--- src/rtl/bcd_seq_addsub.sv ---
// Digit-serial packed-BCD adder/subtractor, one digit per clock, LSD first, start/done handshake.
// Optional invalid-digit detection is built when BCD_INVALID_DETECT_EN is defined.
module bcd_seq_addsub #(
  parameter int unsigned DIGITS = 4
) (
  input  logic                  clk,
  input  logic                  rst_n,
  input  logic                  start,
  input  logic                  sub,
  input  logic [4*DIGITS-1:0]   a,
  input  logic [4*DIGITS-1:0]   b,
  input  logic                  cin,
  output logic                  ready,
  output logic                  busy,
  output logic                  done,
  output logic [4*DIGITS-1:0]   sum,
  output logic                  cout,
  output logic                  err
);

  localparam int unsigned W  = 4 * DIGITS;
  localparam int unsigned KW = (DIGITS > 1) ? $clog2(DIGITS) : 1;

  typedef enum logic [1:0] {StIdle, StRun, StDone} state_e;

  state_e          state_q, state_d;
  logic [KW-1:0]   k_q;
  logic [W-1:0]    a_q, b_q, sum_q;
  logic            sub_q, c_q, cout_q;

  logic [3:0]      ad, braw, bd, digit;
  logic [4:0]      t;
  logic            c_next;
  logic            last;

  always_ff @(posedge clk) begin
    if (!rst_n) state_q <= StIdle;
    else        state_q <= state_d;
  end

  always_comb begin
    state_d = state_q;
    unique case (state_q)
      StIdle:  if (start) state_d = StRun;
      StRun:   if (last)  state_d = StDone;
      StDone:  state_d = StIdle;
      default: state_d = StIdle;
    endcase
  end

  assign ready = (state_q == StIdle);
  assign busy  = (state_q == StRun);
  assign done  = (state_q == StDone);
  assign sum   = sum_q;
  assign cout  = cout_q;

  // Subtraction adds the nines' complement of B; the borrow travels as an inverted carry.
  assign ad   = a_q[4*k_q +: 4];
  assign braw = b_q[4*k_q +: 4];
  assign bd   = sub_q ? (4'd9 - braw) : braw;
  assign t    = 5'(ad) + 5'(bd) + 5'(c_q);
  assign last = (k_q == KW'(DIGITS - 1));

  always_comb begin
    digit  = t[3:0];
    c_next = 1'b0;
    if (t > 5'd9) begin
      digit  = t[3:0] + 4'd6;
      c_next = 1'b1;
    end
  end

  always_ff @(posedge clk) begin
    if (!rst_n) begin
      k_q    <= '0;
      a_q    <= '0;
      b_q    <= '0;
      sub_q  <= 1'b0;
      c_q    <= 1'b0;
      sum_q  <= '0;
      cout_q <= 1'b0;
    end else begin
      case (state_q)
        StIdle: begin
          if (start) begin
            a_q    <= a;
            b_q    <= b;
            sub_q  <= sub;
            c_q    <= sub ? ~cin : cin;
            k_q    <= '0;
            sum_q  <= '0;
            cout_q <= 1'b0;
          end
        end
        StRun: begin
          sum_q[4*k_q +: 4] <= digit;
          c_q               <= c_next;
          k_q               <= k_q + 1'b1;
          if (last) cout_q  <= sub_q ? ~c_next : c_next;
        end
        default: ;
      endcase
    end
  end

`ifdef BCD_INVALID_DETECT_EN
  logic err_q;

  // Sticky per operation; checks raw B, before complementing.
  always_ff @(posedge clk) begin
    if (!rst_n) begin
      err_q <= 1'b0;
    end else if (state_q == StIdle && start) begin
      err_q <= 1'b0;
    end else if (state_q == StRun && (ad > 4'd9 || braw > 4'd9)) begin
      err_q <= 1'b1;
    end
  end

  assign err = err_q;
`else
  assign err = 1'b0;
`endif

endmodule
--- config.mk ---
export PLATFORM = sky130hd
export DESIGN_NAME = bcd_seq_addsub
export DESIGN_NICKNAME = d
export VERILOG_FILES = /design/src/rtl/bcd_seq_addsub.sv
export SDC_FILE = /design/constraint.sdc
export NUM_CORES = 1
export LEC_CHECK = 0
export BUFFER_PORTS_ARGS = -buffer_cell sky130_fd_sc_hd__buf_4
export CORE_MARGIN = 8
export CORE_UTILIZATION = 50
export CTS_CLUSTER_SIZE = 20
export DETAILED_ROUTE_END_ITERATION = 16
export GPL_ROUTABILITY_DRIVEN = 0
export PLACE_DENSITY = 0.73
export SYNTH_ARGS = -nofsm -noshare
export SYNTH_HDL_FRONTEND = slang
export SYNTH_SLANG_ARGS = --single-unit
--- constraint.sdc ---
create_clock -name clk -period 8.4 [get_ports clk]
set_input_delay 1.26 -clock clk [delete_from_list [all_inputs] [get_ports clk]]
set_output_delay 1.26 -clock clk [all_outputs]
set_load 0.005 [all_outputs]
# Word-level counts from Yosys, hierarchy flattened
# Cells that the tools add are included.
[classes]
n_reduce_logical = 6
bitwise_logic = 2
add_sub_neg = 6
shifts = 4
muxes = 18
order_cmp = 1
eq_ne = 5
[ops]
columns = ["op", "count"]
rows = [
  ["negation 4 -> 34 bit", 1],
  ["variable shift 4 x 34 -> 16 bit (first input constant)", 1],
  ["indexed part select 4 x 34 -> 16 bit", 1],
  ["one-hot mux 16 bit (2 select lines)", 1],
  ["indexed part select 16 x 5 -> 4 bit", 2],
  ["bitwise mux 16 bit", 1],
  ["2-to-1 mux 16 bit", 1],
  ["2-to-1 mux 4 bit", 2],
  ["one-hot mux 2 bit (2 select lines)", 2],
  ["2-to-1 mux 1 bit", 6],
  ["2-to-1 mux 2 bit", 3],
  ["AND reduction 2 bit", 3],
  ["adder 4 x 4 -> 5 bit", 1],
  ["adder 5 x 1 -> 5 bit", 1],
  ["> comparator 5 x 4 -> 1 bit (second input constant)", 1],
  ["adder 4 x 3 -> 4 bit (second input constant)", 1],
  ["equality test 2 bit (second input constant)", 2],
  ["one-hot mux 1 bit (2 select lines)", 2],
  ["subtractor 4 bit (first input constant)", 1],
  ["AND reduction 3 bit", 1],
  ["adder 2 x 1 -> 2 bit (second input constant)", 1],
  ["equality test 2 x 1 -> 1 bit (second input constant)", 1],
  ["logical NOT 2 bit", 1],
  ["inequality test 2 x 1 -> 1 bit (second input constant)", 1],
  ["3 further kinds", 4],
]
[word_totals]
reg_bits = 55
out_inout_bits = 21
elab_cells = 50

# Depth between registers and ports, before layout
[logic_depth]
word_depth = 11
ltp_mapped = 15
ltp_nobuf = 13

# Least setup slack after synthesis
# OpenSTA, ideal clock, no wires.
[synth_path]
path_kind = "flip-flop to flip-flop"
start = "register k_q[0]"
end = "register sum_q[5] (netlist: sum[5])"
arrival_ns = 3.597
slack_ns = 4.727
required_ns = 8.324
path_buffers = 2
period_less_slack_ns = 3.673
stages_incl_launch_ff = 16
cell_sequence = "dfxtp_1 > clkbuf_1 > buf_2 > mux4_2 > inv_1 > ha_1 > nand2_1 > o21ai_0 > ha_1 > xnor2_1 > ha_1 > a22o_2 > o31ai_4 > xnor2_1 > nand4_1 > a21boi_0"
[synth_via]
elab_chain_cells = 10
[synth_rtl]
columns = ["element", "line", "text"]
rows = [
  ["start, declared", "27", "logic [KW-1:0] k_q;"],
  ["start signal, assigned", "98", "k_q <= k_q + 1'b1;"],
  ["indexed part select 16 x 5 -> 4 bit", "59", "assign braw = b_q[4*k_q +: 4];"],
  ["subtractor 4 bit", "60", "assign bd = sub_q ? (4'd9 - braw) : braw;"],
  ["2-to-1 mux 4 bit", "60", ""],
  ["adder 4 x 4 -> 5 bit", "61", "assign t = 5'(ad) + 5'(bd) + 5'(c_q);"],
  ["adder 5 x 1 -> 5 bit", "61", ""],
  ["adder 4 x 3 -> 4 bit / > comparator 5 x 4 -> 1 bit (equally long branches)", "68, 67", ""],
  ["2-to-1 mux 4 bit", "67", "if (t > 5'd9) begin"],
  ["indexed part select 4 x 34 -> 16 bit", "96", "sum_q[4*k_q +: 4] <= digit;"],
  ["bitwise mux 16 bit *", "96", ""],
  ["one-hot mux 16 bit (2 select lines) *", "83", "case (state_q)"],
  ["end signal, assigned by index", "96", ""],
  ["end, declared", "28", "logic [W-1:0] a_q, b_q, sum_q;"],
]
# Mark *: on every way between the ends. The rest lies on a longest branch, timed or not.
# A chain may end at the register's enable or synchronous reset.

# Worst setup path in the final report
# Ends and elaborated chain as after synthesis.

==> flow_summary.ini <==
[final_layout]
drive_gt1_frac = 0.2281
antenna_cells = 0
multi_input_area_um2 = 1398
synthToLayoutAreaGrowth_pct = 20.42
fillers = 472
layout_commonest_cell = nand2_1
regArea_um2 = 1101
finish.net_count = 390
final_cell_mix = nand2_1, buf_4, dfxtp_1, a21boi_0, nand3_1

[route]
drc_errors = 0
ant_nets = 0
vias = 2099
dr.pass1.iters = 4
via_per_inst = 5.095
totalWireLength_mm = 5.640
drtIter0Drc = 124
avgRoutedWirePerCell_um = 13.69

[die]
initial_core_util = 0.5143
die_h_um = 88.25
io_pins = 58
dieArea_um2 = 7788
die_w_um = 88.25
core_um2 = 5075
row_count = 26

[synthesis]
synth_cells = 295
synth_flop_cell = dfxtp_1
yosys_warnings = 0
synth_fp_nets = 343
avgSynthCellArea_um2 = 8.847
ys_ff_latch = 55
synthArstFlopShare = 0
syn_area_um2 = 2610
ys_seq_area_frac = 0.4219
synth_edf_count = 0
synth_cell_types = 38

[global_routing]
grt_max_degree = 58
grt-ovfl-total = 0
grt_pass1_wl_mm = 9.687
grt_usage = 0.1565
grt_pass1_vias = 2149
antenna_found_initial = 0

[clock_network]
worstSkewPairLatency_ps = 300
cts_buffers = 5
clock-sinks = 55
cts_resized = 0
hold_buffers = 0
cts_tree = built
clkTransAtPathRegs_ps = 90
ctsRootBufferMaster = clkbuf_8
cts.htree.levels = 2
post_cts_buffers = 0
cts_max_path_buffers = 2

[sta]
rsz0062_at_grt = no
tightest_slew_ps = 1199
timing.final.crit_share = 0.4777
relSlewSlack = 0.1988
slew_violations = 0
fmax_ghz = 0.2492
final.setup.tns_ps = 0
fin_skew_ps = 5.152
setup_viol = 0
hold_viol = 0
fin_crit_ps = 4013

[critical_path]
critical-path-slowest-cell = dfxtp_1
slowest_delay_ps = 830
path_cells = mux4_2 -> xnor2_1 -> fa_1 -> inv_1 -> fa_1 -> xnor2_1 -> ha_1 -> a22o_2 -> o31ai_4 -> xnor2_1 -> nand4_1 -> a21boi_0
critPathBufInv = 1
crit_fanout = 16
endpoint_kind = register
cp.required_ps = 8630
critPathLaunchType = register
cp.arrival_ps = 4240
crit_type = reg -> reg
cpMostUsedCell = xnor2_1
cp_top_family = adder cells

[place]
hpwl_mm = 4.148
port_buffers = 56

[pwr]
peakVddDrop_mv = 0.08584
p_per_area_nw_per_um2 = 172.0
p_total_w = 0.0005406
p_leak_nw = 1.286

[status]
status = finished clean

[hold_path]
hold_path.class = reg -> reg

[job]
max_cap_violations = 0
layer usage:
metal,global-route usage,routed length (um),vias to the layer above
met1,0.1873,2607,957
met2,0.2627,2623,48
met4,0.06759,132,0
met3,0.03435,276,12
met5,0,0,-
li1,-,-,1082
cell type report:
| class | count | share of cell area |
|---|---|---|
| well taps | 70 | 0.02787 |
| flip-flops and latches | 55 | 0.3503 |
| clock buffers | 6 | 0.02627 |
| clock inverters | 1 | 0.001592 |
| repair buffers | 57 | 0.1361 |
| inverters | 11 | 0.01314 |
| multi-input cells | 212 | 0.4447 |
power by group:
part | internal, W | switching (W) | total, W
clock | 0.0000649 | 0.0000795 | 0.000144
combinational | 0.0000531 | 0.0000604 | 0.000114
sequential | 0.000273 | 0.00000958 | 0.000283
total | 0.000391 | 0.000149 | 0.000541
logic make-up after synthesis:
group / Yosys count / synth area share
DFF: 55 / 0.4219
xor gates and xnor gates: 6 / 0.02013
other: 1 / 0.001437
muxes: 11 / 0.08054
adders and majority gates: 11 / 0.05849
AOI/OAI and AO/OA: 65 / 0.1769
and+or+nand+nor: 118 / 0.1980
buffers and inverters: 28 / 0.04267
synthesized netlist by cell type, types with 3 or more instances:
cell type  instances  share of area
a21boi_0          38           0.11
and2_1             4         0.0096
mux4_2             8          0.069
nand2_1           79           0.11
or2_2              3         0.0072
nor2b_1            5          0.012
ha_1               9          0.043
nand3_1           13          0.025
xnor2_1            4          0.013
o21ai_0           12          0.023
nor2_1             5         0.0072
dfxtp_1           55           0.42
clkbuf_1          11          0.016
mux2i_1            3          0.012
inv_1             10          0.014
buf_1              3         0.0043
a21oi_1            7          0.013
worst min-delay path: stages (launching register included):
cell,delay (ps)
dfxtp_1,310
nand2_1,50
a21boi_0,60
state kept, by name, summed over array words and instances (netlist names):
signal and cells:
state_q 2, b_q 16, sub_q 1, a_q 16, c_q 1, k_q 2
sum 16, cout 1
metrics by stage:
step	cell area, um^2	worst slack, ps	utilization	hold slack, ps	instances
CTS	3143	4340	0.6193	468.3	412
global placement	3055	4513	0.6021	448.2	405
global route	3143	4044	0.6193	492.5	412
finish	3143	4387	0.6193	465.6	412
detailed placement	3055	4353	0.6021	455.6	405
floorplan	2610	4727	-	440.2	295
final timing paths:
path	to	startpoint	slack (ps)	cells past startpoint
worst max-delay path	sum[5]	k_q[0]	4390	12
worst min-delay path	a_q[0]	a_q[0]	470	2
worst max register to register	sum[5]	k_q[0]	4390	12
worst min register to register	a_q[0]	a_q[0]	470	2
(Power assumes the default switching activity.)
